`src/rtl/trng_postproc_if.sv`:
```
// Interface bundle for the TRNG post-processor: raw-bit input, enable, the
// word output handshake and the health-alarm controls.
interface trng_postproc_if #(
  parameter int WORD_W = 32
);
  logic              en;
  logic              raw_bit;
  logic              raw_valid;
  logic [WORD_W-1:0] word_o;
  logic              word_valid;
  logic              word_ready;
  logic              rct_alarm;
  logic              alarm_clr;

  // master: the post-processor driving words; slave: the consumer/controller
  modport master (
    input  en, raw_bit, raw_valid, word_ready, alarm_clr,
    output word_o, word_valid, rct_alarm
  );

  modport slave (
    output en, raw_bit, raw_valid, word_ready, alarm_clr,
    input  word_o, word_valid, rct_alarm
  );
endinterface

```
`src/rtl/trng_postproc.sv`:
```
// Von Neumann debiaser feeding a word accumulator with a valid/ready output,
// guarded by a sticky repetition-count health alarm.
module trng_postproc #(
  parameter int WORD_W     = 32,
  parameter int RCT_CUTOFF = 32
) (
  input  logic            clk,
  input  logic            rst_n,
  trng_postproc_if.master bus
);
  localparam int FILL_W = $clog2(WORD_W + 1);

  typedef enum logic {EMPTY, HAVE_FIRST} deb_state_t;

  deb_state_t        state;
  logic              first_bit;
  logic [WORD_W-1:0] acc;
  logic [FILL_W-1:0] fill;
  logic [WORD_W-1:0] word_q;
  logic              word_valid_q;
  logic              alarm_q;
  logic [7:0]        rep_cnt;
  logic              prev_bit;

  logic              accept;
  logic              emit;
  logic              can_load;
  logic              acc_full;
  logic              completes;
  logic              transfer;
  logic [WORD_W-1:0] acc_shift;
  logic [WORD_W-1:0] xfer_word;
  logic [7:0]        rep_next;

  // NOTE: every always_comb output gets an unconditional assignment, so no latch can be inferred.
  always_comb begin
    accept    = bus.en && bus.raw_valid;
    // Pair 10 emits 1 and pair 01 emits 0, so the emitted bit is always the first bit.
    emit      = accept && (state == HAVE_FIRST) && (first_bit != bus.raw_bit) && !alarm_q;
    can_load  = !word_valid_q || bus.word_ready;
    acc_full  = (fill == FILL_W'(WORD_W));
    acc_shift = {acc[WORD_W-2:0], first_bit};
    // A word completed this cycle bypasses the full state when the output is free.
    completes = !acc_full && emit && (fill == FILL_W'(WORD_W - 1));
    transfer  = !alarm_q && can_load && (acc_full || completes);
    xfer_word = acc_full ? acc : acc_shift;
    if (bus.raw_bit == prev_bit)
      rep_next = (rep_cnt == 8'hFF) ? rep_cnt : rep_cnt + 8'd1;
    else
      rep_next = 8'd1;
  end

  // NOTE: sequential state uses non-blocking assignments so every register samples pre-edge values.
  always_ff @(posedge clk) begin
    if (!rst_n) begin
      state        <= EMPTY;
      first_bit    <= 1'b0;
      acc          <= '0;
      fill         <= '0;
      word_q       <= '0;
      word_valid_q <= 1'b0;
      alarm_q      <= 1'b0;
      rep_cnt      <= 8'd0;
      prev_bit     <= 1'b0;
    end else begin
      if (!bus.en) begin
        state <= EMPTY;
      end else if (accept) begin
        if (state == EMPTY) begin
          state     <= HAVE_FIRST;
          first_bit <= bus.raw_bit;
        end else begin
          state <= EMPTY;
        end
      end

      // A stalled full accumulator drops new emitted bits until it can transfer.
      if (alarm_q) begin
        fill <= '0;
      end else if (acc_full) begin
        if (can_load) begin
          if (emit) begin
            acc  <= acc_shift;
            fill <= FILL_W'(1);
          end else begin
            fill <= '0;
          end
        end
      end else if (emit) begin
        acc  <= acc_shift;
        fill <= (completes && can_load) ? '0 : fill + 1'b1;
      end

      if (transfer) begin
        word_q       <= xfer_word;
        word_valid_q <= 1'b1;
      end else if (word_valid_q && bus.word_ready) begin
        word_valid_q <= 1'b0;
      end

      // Clear has priority over a trip in the same cycle.
      if (bus.alarm_clr) begin
        rep_cnt <= 8'd0;
        alarm_q <= 1'b0;
      end else if (accept) begin
        rep_cnt  <= rep_next;
        prev_bit <= bus.raw_bit;
        if (rep_next >= 8'(RCT_CUTOFF))
          alarm_q <= 1'b1;
      end
    end
  end

  assign bus.word_o     = word_q;
  assign bus.word_valid = word_valid_q;
  assign bus.rct_alarm  = alarm_q;
endmodule

```
`src/flat_wrapper.sv`:
```
// flat-port wrapper written by rule: the top's interface ports become plain ports
module trng_postproc_flat 
#(
  parameter int WORD_W     = 32,
  parameter int RCT_CUTOFF = 32
)
  (clk, rst_n, bus_en, bus_raw_bit, bus_raw_valid, bus_word_ready, bus_alarm_clr, bus_word_o, bus_word_valid, bus_rct_alarm);
  trng_postproc_if #(.WORD_W(WORD_W)) bus_i ();
  input  logic clk;
  input  logic rst_n;
  input wire logic [$bits(bus_i.en)-1:0] bus_en;
  input wire logic [$bits(bus_i.raw_bit)-1:0] bus_raw_bit;
  input wire logic [$bits(bus_i.raw_valid)-1:0] bus_raw_valid;
  input wire logic [$bits(bus_i.word_ready)-1:0] bus_word_ready;
  input wire logic [$bits(bus_i.alarm_clr)-1:0] bus_alarm_clr;
  output wire logic [$bits(bus_i.word_o)-1:0] bus_word_o;
  output wire logic [$bits(bus_i.word_valid)-1:0] bus_word_valid;
  output wire logic [$bits(bus_i.rct_alarm)-1:0] bus_rct_alarm;
  assign bus_i.en = bus_en;
  assign bus_i.raw_bit = bus_raw_bit;
  assign bus_i.raw_valid = bus_raw_valid;
  assign bus_i.word_ready = bus_word_ready;
  assign bus_i.alarm_clr = bus_alarm_clr;
  assign bus_word_o = bus_i.word_o;
  assign bus_word_valid = bus_i.word_valid;
  assign bus_rct_alarm = bus_i.rct_alarm;
  trng_postproc #(.WORD_W(WORD_W), .RCT_CUTOFF(RCT_CUTOFF)) u_core (.clk(clk), .rst_n(rst_n), .bus(bus_i));
endmodule
```
`config.mk`:
```
export PLATFORM = sky130hd
export DESIGN_NAME = trng_postproc_flat
export DESIGN_NICKNAME = d
export VERILOG_FILES = /design/src/rtl/trng_postproc_if.sv /design/src/rtl/trng_postproc.sv /design/src/flat_wrapper.sv
export SDC_FILE = /design/constraint.sdc
export NUM_CORES = 1
export LEC_CHECK = 0
export CAP_MARGIN = 30
export CORE_MARGIN = 2
export CORE_UTILIZATION = 50
export CTS_BUF_LIST = sky130_fd_sc_hd__clkbuf_8
export DETAILED_ROUTE_END_ITERATION = 16
export HOLD_SLACK_MARGIN = 0.12
export MAX_ROUTING_LAYER = met4
export PLACE_DENSITY = 0.8
export SYNTH_ARGS = -nofsm -noshare
export SYNTH_HDL_FRONTEND = slang
export SYNTH_SLANG_ARGS = --single-unit
```
`constraint.sdc`:
```
create_clock -name clk -period 2.17 [get_ports clk]
set_input_delay 0.434 -clock clk [delete_from_list [all_inputs] [get_ports clk]]
set_output_delay 0.434 -clock clk [all_outputs]
set_load 0.01 [all_outputs]
```
==> impl_metrics.csv <==
group,metric,value,unit
run_status,status,"finished clean",
layout,layout.nets,459,
logic_synthesis,async_reset_ff_share,0,%
logic_synthesis,synth_area_per_cell,9.048,sq um
place,place.gp.congestion,0.8413,
global_routing,grt_max_degree,63,
critical_path,startpoint_type,"flip-flop",
cts,cts_tree,"built",
cts,ctsHoldBuffers,0,
pwr,powerDensity,618.2,nW/um^2
pwr,seqPwrFrac,55.5,%
critical_path,rrSetupSlack,0.19,ns
route,avgRoutedWirePerCell,12.94,um
timing,rsz0062_at_grt,"no",
place,place_ws,-0.1029,ns
logic_synthesis,synth_edf_count,0,
logic_synthesis,synth_top_area_share,45.23,%
floorplan,ios,41,
global_routing,grt_pass1_vias,2814,
critical_path,critical_path_depth,9,
cts,ctsResizeCount,0,
place,place_area,4232,sq um
route,firstDrtPassIters,4,
pwr,power.switching,0.6424,mW
layout,drive_gt1_share,8.370,%
global_routing,top_usage_layer,"met2",
critical_path,r2r_cells,9,
global_routing,antenna_found_initial,0,
layout,n_antenna_cell,0,
layout,area_delta_synth_final,21.39,%
pwr,vdd_drop_max,0.0004418,V
critical_path,cp_max_fo,48,
layout,final_common_cell,"nand2_1",
floorplan,start_util,51.19,%
timing,tns,0,ns
route,drc,0,
logic_synthesis,ys.warnings.count,0,
timing,slew_headroom,62.55,%
critical_path,cp_top_family,"buffers and inverters",
global_routing,grtUsageMet2,32.13,%
cts,cts_setup_buffers,0,
logic_synthesis,synth_cells,406,
pwr,power,2.757,mW
timing,final.setup.worst_slack,0.1910,ns
route,drtAntennaViolNets,0,
place,dp_hpwl,4689,um
layout,n_fill_cell,602,
layout,finish.utilization,62.14,%
global_routing,grt_use_total,18.56,%
critical_path,crit_type,"reg -> reg",
floorplan,die_x,89.72,um
pwr,power.internal,2.114,mW
layout,fin_area,4459,sq um
place,portBuffers,40,
timing,fin_crit_sh,91.20,%
route,vias,2941,
floorplan,row_count,31,
layout,final_cell_mix,"110 x nand2_1, 83 x dfxtp_1, 39 x clkdlybuf4s50_1",
logic_synthesis,syn-cell-area,3674,sq um
route,via_per_inst,5.318,
timing,worst_pin_slew,0.5618,ns
min_path,worst_hold_path_type,"in -> reg",
timing,whs,0.3988,ns
logic_synthesis,synthFlopType,"dfxtp_1",
pwr,pwr-share-clk,41.4,%
route,totalWireLength,7156,um
timing,setup_viol,0,
logic_synthesis,yosysSeqAreaShare,45.23,%
critical_path,crit_buf_inv,4,
global_routing,overflow,0,
cts,cts_buffers,9,
cts,clkTransAtPathRegs,0.09,ns
timing,period_minus_slack,1.979,ns
run,cap_violations,0,
floorplan,placeableCoreArea,7176,sq um
floorplan,die_area,8049,sq um
global_routing,use_met3,5.365,%
cts,cts_htree_levels,3,
critical_path,worst_path_most_repeated_cell,"buf_4",
pwr,power_leakage,1.848,nW
route,drt_iter0_drc,103,
pwr,p_comb_share,3.1,%
layout,stdcell_count,553,
min_path,whs_path_depth,2,
critical_path,crit_required,2.41,ns
global_routing,grt_pass1_wl,12190,um
logic_synthesis,synthesis.nets,416,
critical_path,arrival,2.22,ns
floorplan,fp.dieH,89.72,um
cts,numClockSinks,83,
logic_synthesis,synthDistinctLibCells,35,
logic_synthesis,synth_seq_cells,83,
place,dp_cells,534,
global_routing,met1_usage,20.60,%
critical_path,slowest_delay,0.44,ns
timing,max_clock_freq,0.5053,GHz
cts,clockBufferDepth,2,
cts,clock_latency,0.36,ns
timing,final-hold-violation-count,0,
critical_path,end_kind,"flip-flop",
cts,clock-root-buffer,"clkbuf_8",
timing,drv_slew,0,
pwr,sw_frac_of_total,23.30,%
critical_path,cp_cell_sequence,"inv_1 > ha_1 > nand2_1 > nor4_4 > buf_4 > buf_4 > o211a_2 > buf_12 > o211a_1",
logic_synthesis,synth_top_cell_by_area,"dfxtp_1",
critical_path,slowest_stage,"dfxtp_1",
timing,clock_skew,0.01370,ns
logic_synthesis,netlist_top_cells_area,"dfxtp_1 45%, nand2_1 11%, mux2i_1 9.8%",
flip-flops by register name (all words and copies together), names as in the netlist:
register               cells
u_core.acc                32
u_core.bus.rct_alarm       1
u_core.bus.word_o         32
u_core.bus.word_valid      1
u_core.fill                6
u_core.first_bit           1
u_core.prev_bit            1
u_core.rep_cnt             8
u_core.state               1
power groups by stage:
stage	Clock, mW	Sequential (mW)	Combinational (mW)
floorplan	0	1.56	0.0528
global placement	0	1.57	0.0829
detailed placement	0	1.57	0.0854
CTS	1.18	1.53	0.0858
global route	1.23	1.53	0.0934
finish	1.14	1.53	0.0857
Yosys cell counts (all sizes together) (4+ instances only):
| cell | count |
|---|---|
| nand2 | 110 |
| dfxtp | 83 |
| mux2i | 36 |
| a21boi | 34 |
| o211a | 33 |
| nor2 | 18 |
| clkbuf | 14 |
| a21oi | 11 |
| buf | 11 |
| xor2 | 7 |
| nand2b | 4 |
| nand3 | 4 |
| nand4 | 4 |
| nor3 | 4 |
logic make-up after synthesis:
kind of cell / synth area share [%]
compound gates: 19.58
xor+xnor: 1.907
fa+ha+maj: 1.022
buf+inv: 3.236
flops: 45.23
mux: 10.42
simple gates: 18.60
cell type report:
class	count	area, sq um	area share [%]
Timing Repair Buffer	57	560.5	12.57
Inverter	3	11.26	0.2525
Multi-Input combinational cell	295	1897	42.54
Clock buffer	9	123.9	2.778
Sequential cell	83	1662	37.26
Clock inverter	7	81.33	1.824
Tap cell	99	123.9	2.778
path summary, 6_finish.rpt:
path | from | endpoint
worst max-delay path | u_core.fill[0] | u_core.bus.word_o[20]
worst max register to register | u_core.fill[0] | u_core.bus.word_o[20]
worst min register to register | u_core.acc[31] | u_core.acc[31]
worst min-delay path | rst_n | u_core.bus.word_o[8]
metal layers:
layer / routed length [um] / vias to the layer above
met1: 3334 / 1397
met3: 242 / 2
li1: - / 1496
met5: 0 / -
met4: 40 / 0
met2: 3538 / 46
Note: power is estimated with default switching activity, not from simulation.
